File: config.mk
export PLATFORM = sky130hd
export DESIGN_NAME = da_exp_feeder
export DESIGN_NICKNAME = d
export VERILOG_FILES = /design/src/rtl/da_exp_feeder.sv
export SDC_FILE = /design/constraint.sdc
export NUM_CORES = 1
export LEC_CHECK = 0
export ABC_AREA = 1
export BUFFER_PORTS_ARGS = -buffer_cell sky130_fd_sc_hd__buf_2
export CAP_MARGIN = 30
export CORE_ASPECT_RATIO = 0.5
export CORE_MARGIN = 2
export CORE_UTILIZATION = 55
export DETAILED_ROUTE_END_ITERATION = 10
export GPL_TIMING_DRIVEN = 0
export PLACE_DENSITY_LB_ADDON = 0.3
export SLEW_MARGIN = 20
export SYNTH_ARGS = -nofsm -noshare
export SYNTH_HDL_FRONTEND = slang
export SYNTH_SLANG_ARGS = --single-unit
File: constraint.sdc
create_clock -name clk -period 5.7 [get_ports clk]
set_input_delay 1.14 -clock clk [delete_from_list [all_inputs] [get_ports clk]]
set_output_delay 1.14 -clock clk [all_outputs]
set_load 0.02 [all_outputs]
File: src/rtl/da_exp_feeder.sv
// dA exp lane feeder: serializes one H-head dA vector into H_TILE-lane beats under credit flow control.
// Optional lane clamp (x>=+0 -> 0, so exp(x)<=1) under `DA_FEED_NEG_CLAMP_EN.
module da_exp_feeder #(
    parameter int DW      = 16,
    parameter int H       = 8,
    parameter int H_TILE  = 1,
    parameter int CREDITS = 4,
    localparam int NT     = H / H_TILE,
    localparam int TW     = (NT > 1) ? $clog2(NT) : 1
) (
    input  logic                 clk,
    input  logic                 rst,
    input  logic                 in_valid_i,
    output logic                 in_ready_o,
    input  logic [H*DW-1:0]      in_data_i,
    output logic                 valid_o,
    output logic [H_TILE*DW-1:0] data_o,
    output logic [TW-1:0]        tile_idx_o,
    output logic                 last_o,
    input  logic                 credit_ret_i,
    output logic                 busy_o,
    output logic                 err_o
`ifdef DA_FEED_NEG_CLAMP_EN
    ,
    output logic                 clamp_seen_o
`endif
);

    localparam int BW = H_TILE * DW;
    localparam int CW = $clog2(CREDITS + 1);
    localparam logic [TW-1:0] TLAST = TW'(NT - 1);
    localparam logic [CW-1:0] CMAX  = CW'(CREDITS);

    typedef enum logic {
        IDLE,
        STREAM
    } state_t;

    state_t          state;
    state_t          state_nxt;
    logic [H*DW-1:0] hold;
    logic [H*DW-1:0] in_lanes;
    logic [TW-1:0]   tile;
    logic [CW-1:0]   credit_cnt;
    logic            fire;
    logic            last_fire;
    logic            accept;

    always_comb begin
        fire       = (state == STREAM) && (credit_cnt != '0);
        last_fire  = fire && (tile == TLAST);
        // Accepting on the last-beat cycle keeps the lane stream gap-free
        in_ready_o = (state == IDLE) || last_fire;
        accept     = in_valid_i && in_ready_o;
        busy_o     = (state == STREAM);
        state_nxt  = state;
        unique case (state)
            IDLE:    if (accept) state_nxt = STREAM;
            STREAM:  if (last_fire && !accept) state_nxt = IDLE;
            default: state_nxt = IDLE;
        endcase
    end

`ifdef DA_FEED_NEG_CLAMP_EN
    logic any_pos;

    always_comb begin
        in_lanes = in_data_i;
        any_pos  = 1'b0;
        for (int k = 0; k < H; k++) begin
            if (!in_data_i[k*DW+DW-1]) begin
                in_lanes[k*DW +: DW] = '0;
                any_pos              = 1'b1;
            end
        end
    end

    always_ff @(posedge clk or posedge rst) begin
        if (rst) begin
            clamp_seen_o <= 1'b0;
        end else if (accept && any_pos) begin
            clamp_seen_o <= 1'b1;
        end
    end
`else
    always_comb begin
        in_lanes = in_data_i;
    end
`endif

    always_ff @(posedge clk or posedge rst) begin
        if (rst) begin
            state <= IDLE;
        end else begin
            state <= state_nxt;
        end
    end

    always_ff @(posedge clk or posedge rst) begin
        if (rst) begin
            hold       <= '0;
            tile       <= '0;
            valid_o    <= 1'b0;
            data_o     <= '0;
            tile_idx_o <= '0;
            last_o     <= 1'b0;
        end else begin
            if (accept) begin
                hold <= in_lanes;
            end
            if (accept) begin
                tile <= '0;
            end else if (fire) begin
                tile <= last_fire ? '0 : tile + 1'b1;
            end
            valid_o <= fire;
            last_o  <= last_fire;
            if (fire) begin
                data_o     <= hold[tile*BW +: BW];
                tile_idx_o <= tile;
            end
        end
    end

    // Counter mirrors free collector slots; a return at full count is a protocol error
    always_ff @(posedge clk or posedge rst) begin
        if (rst) begin
            credit_cnt <= CMAX;
            err_o      <= 1'b0;
        end else if (fire && !credit_ret_i) begin
            credit_cnt <= credit_cnt - 1'b1;
        end else if (!fire && credit_ret_i) begin
            if (credit_cnt == CMAX) begin
                err_o <= 1'b1;
            end else begin
                credit_cnt <= credit_cnt + 1'b1;
            end
        end
    end

endmodule

After elaboration in Yosys (flattened, before gate mapping) --
Cells that the tools add are included. W data, S select, Z words.
Storage, ports and cells: logic and storage cells 42, input port bits 132, register bits 157, output and inout port bits 24
Cells by class: bitwise gates (word level) 2, shift-type cells 1, multiplexer cells 9, $add $sub $neg 3, equality and inequality tests 3, reductions and logical operators 15
Operators by type and width (number):
- $shiftx A128 B8 Y16 | 1
- $mux W3 | 6
- $add A3 B1 Y3 const B | 2
- $eq A3 B3 Y1 const B | 2
- $logic_and A1 B1 Y1 | 6
- $reduce_bool A2 Y1 | 2
- $logic_not A1 Y1 | 3
- $reduce_and A3 Y1 | 1
- $reduce_bool A3 Y1 | 1
- $sub A3 B1 Y3 const B | 1
- $mux W1 | 2
- $ne A2 B2 Y1 const B | 1
- $not A1 Y1 | 2
- $pmux W1 S2 | 1
- $reduce_and A2 Y1 | 1
- $logic_or A1 B1 Y1 | 1

Longest topological paths before layout --
depth after elaboration 9, depth in mapped cells 12, depth with buffers taken out 12

Worst setup path before layout --
OpenSTA, ideal clock, no wires.
path kind register -> output, start register tile[1], end output port in_ready_o, arrival 1.335 ns, slack 3.225 ns, cell stages (with the launch flop) 6, required time 4.560 ns, path buffers 1, cells stage by stage dfrtp_1 > ha_1 > ha_1 > nand3_2 > nand2_2 > clkbuf_1
Between the ends: cells in the longest elaborated chain, start to end 3
Ends and longest elaborated chain:
- start: declaration | line 43 | logic [TW-1:0] tile;
- start signal: assignment | line 114 | tile <= last_fire ? '0 : tile + 1'b1;
- $eq A3 B3 Y1 | line 51 | last_fire = fire && (tile == TLAST);
- $logic_and A1 B1 Y1 | line 51
- $logic_or A1 B1 Y1 | line 53 | in_ready_o = (state == IDLE) || last_fire;
- end: declaration | line 14 | output logic in_ready_o,
Every way passes these cells.

Worst setup path after layout --
Same ends and word-level chain as after synthesis.

==> impl_metrics.py <==
metrics = {
    "setup_path": {
        "regToRegEndpoint": "credit_cnt[2]",
        "r2r_slack_ns": 3.51,
        "endpoint_kind": "output port",
        "arrival_ns": 2.22,
        "rr_startpoint": "credit_cnt[2]",
        "reg2reg_depth": 11,
        "critPathLaunchType": "flip-flop",
        "required_ns": 4.56,
        "worst-path-max-fanout": 10,
        "critical_path_class": "flip-flop to output port",
    },
    "global_route": {
        "antenna_found_initial": 0,
        "first_global_vias": 6952,
        "grt.overflow.total": 0,
        "grt_max_degree": 90,
        "grt_pass1_wl_mm": 34.9,
        "grt_usage_pct": 31.1,
    },
    "drt": {
        "wirelength_mm": 22.2,
        "ant_nets": 0,
        "drt-initial-drc-count": 779,
        "wl_per_cell_um": 16.2,
        "firstDrtPassIters": 6,
        "vias_per_cell": 5.39,
        "drc": 0,
        "vias": 7382,
    },
    "clocking": {
        "cts-resized-gates": 0,
        "numCtsBuffers": 17,
        "cts_tree": "done",
        "post-cts-setup-buffers": 0,
        "insertion_delay_ns": 0.42,
        "cts_root_buf": "clkbuf_16",
        "cts_hold_buf": 0,
        "cts_sinks": 157,
        "clk_path_buf_depth": 2,
        "clk_pin_slew_ns": 0.06,
        "cts_max_level": 4,
    },
    "placement": {
        "hpwlAfterDp_mm": 16.4,
        "portBuffers": 155,
        "gp_congestion": 0.946,
        "place_inst": 1337,
    },
    "synthesis": {
        "ys_types": 24,
        "synth_top_area_share_pct": 51.4,
        "syn_area_um2": 7600,
        "syn_avg_cell_area_um2": 7.56,
        "yosys.area.top_type": "dfrtp_1",
        "synth_area_leaders": "dfrtp_1, nand2_1, nand3_1, nor2_1, inv_1",
        "ys_warn_count": 0,
        "synth_cells": 1005,
        "synth_seq_cells": 157,
        "yosysSeqAreaShare_pct": 51.7,
        "syn_nets": 1142,
    },
    "sta": {
        "hold_ws_ns": 0.471,
        "relSlewSlack_pct": 49.2,
        "rsz0062_at_grt": "no",
        "min_period_over_period_pct": 58.9,
        "final.setup_skew_ns": 0.0121,
        "hold_viol_final": 0,
        "finalCriticalPeriod_ns": 3.36,
        "setup_viol": 0,
        "drv_slew": 0,
        "clock.fmax_mhz": 298,
        "worst_slew_pin_slew_ns": 0.762,
    },
    "min_path": {
        "min_path_type": "flip-flop to flip-flop",
        "holdPathStages": 2,
        "min_to": "hold[71]",
        "min_from": "hold[71]",
    },
    "final_layout": {
        "layout-drive-gt1-share_pct": 20.8,
        "area_delta_synth_final_pct": 21.2,
        "final_cell_mix": "nand2_1, buf_2, nand3_1, dfrtp_1, nor2_1",
        "multi_input_area_um2": 3130,
        "final_util_pct": 68.2,
        "fillers": 1179,
        "final_common_cell": "nand2_1",
        "final_nets": 1317,
        "antenna_cells": 0,
        "seq_area_um2": 3930,
        "final-instance-count-excl-fill": 1369,
    },
    "floorplanning": {
        "fp.dieArea_um2": 14800,
        "row_count": 30,
        "die_w_um": 170,
        "dieHeight_um": 87.1,
        "core_um2": 13500,
        "io_pins": 156,
        "start_util_pct": 56.2,
    },
    "run": {
        "cap_violations": 0,
    },
    "status": {
        "status": "complete, no violations",
    },
    "power_and_ir_drop": {
        "p_per_area_nw_per_um2": 582,
        "p_leak_nw": 5.20,
        "peakVddDrop_uv": 315,
        "power.total_mw": 5.36,
    },
}
per-stage QoR:
step	worst slack [ns]	instance area, um^2	setup TNS [ns]
6_report	2.34	9210	0
2_1_floorplan	0.327	7600	0
4_1_cts	2.37	9210	0
5_1_grt	2.26	9210	0
3_3_place_gp	-1.37	8590	-212.40
3_5_place_dp	2.82	8630	0
worst max-delay path by stage:
stage	startpoint	depth (start not counted)	end
2_1_floorplan	rst	1	busy_o
3_3_place_gp	rst	2	hold[5]
3_5_place_dp	tile[1]	6	in_ready_o
4_1_cts	tile[1]	6	in_ready_o
5_1_grt	tile[1]	6	in_ready_o
6_report	tile[1]	6	in_ready_o
critical path, cell delays in order, from the launching register on:
cell and delay, ns:
dfrtp_1 0.52, ha_1 0.22, ha_1 0.19, nand3_2 0.11, nand2_2 0.16, clkbuf_1 0.35, buf_2 0.24
layer usage:
metal  vias up  GRT usage, %  part of all wire [%]  wire, um
met2       324          49.0                    45     10000
met3        38          5.63                   9.5      2110
met1      3534          44.7                    44      9690
met5         -             0                     0         0
met4         0          8.94                   1.8       409
li1       3486             -                     -         -
power breakdown:
| group | internal (mW) | total, mW | switching [mW] |
|---|---|---|---|
| sequential | 1.61 | 1.92 | 0.308 |
| combinational | 0.767 | 2.31 | 1.54 |
| clock | 0.633 | 1.13 | 0.496 |
synth_stat cells:
| cell type | count |
|---|---|
| buf_4 | 1 |
| or2_2 | 16 |
| inv_1 | 49 |
| nand2_2 | 4 |
| xor2_1 | 1 |
| nand4_1 | 1 |
| fa_1 | 1 |
| o21ai_0 | 32 |
| dfrtp_1 | 156 |
| a31o_2 | 1 |
| nand2_1 | 449 |
| nand3_2 | 1 |
| nor2_2 | 3 |
| o21ai_1 | 2 |
| buf_1 | 6 |
| buf_2 | 21 |
| ha_1 | 4 |
| clkbuf_1 | 28 |
| dfstp_2 | 1 |
| nor2_1 | 52 |
| buf_6 | 10 |
| nand3_1 | 164 |
| inv_2 | 1 |
| xnor2_1 | 1 |
registers in the layout, summed over array words and instances (netlist names):
| signal | flops |
|---|---|
| hold | 128 |
| tile | 3 |
| credit_cnt | 3 |
| valid_o | 1 |
| err_o | 1 |
| busy_o | 1 |
| last_o | 1 |
| tile_idx_o | 3 |
| data_o | 16 |
kinds of logic after synthesis:
group | share of synthesized area, %
AO/OA/AOI/OAI | 2.35
XOR/XNOR | 0.231
adder cells (fa/ha/maj) | 0.922
buffers and inverters | 7.11
flip-flops | 51.7
AND/OR/NAND/NOR | 37.7
final cells by class:
cell class                 instances  area share, %
sequential                       157           42.7
multi-input combinational        732           34.0
timing repair buffer             156           8.72
clock buffer                      19           4.92
buffer                            66           3.83
tap                              176           2.39
inverter                          50           2.12
clock inverter                    13           1.40
No activity file was read; power rests on OpenSTA's default activity.
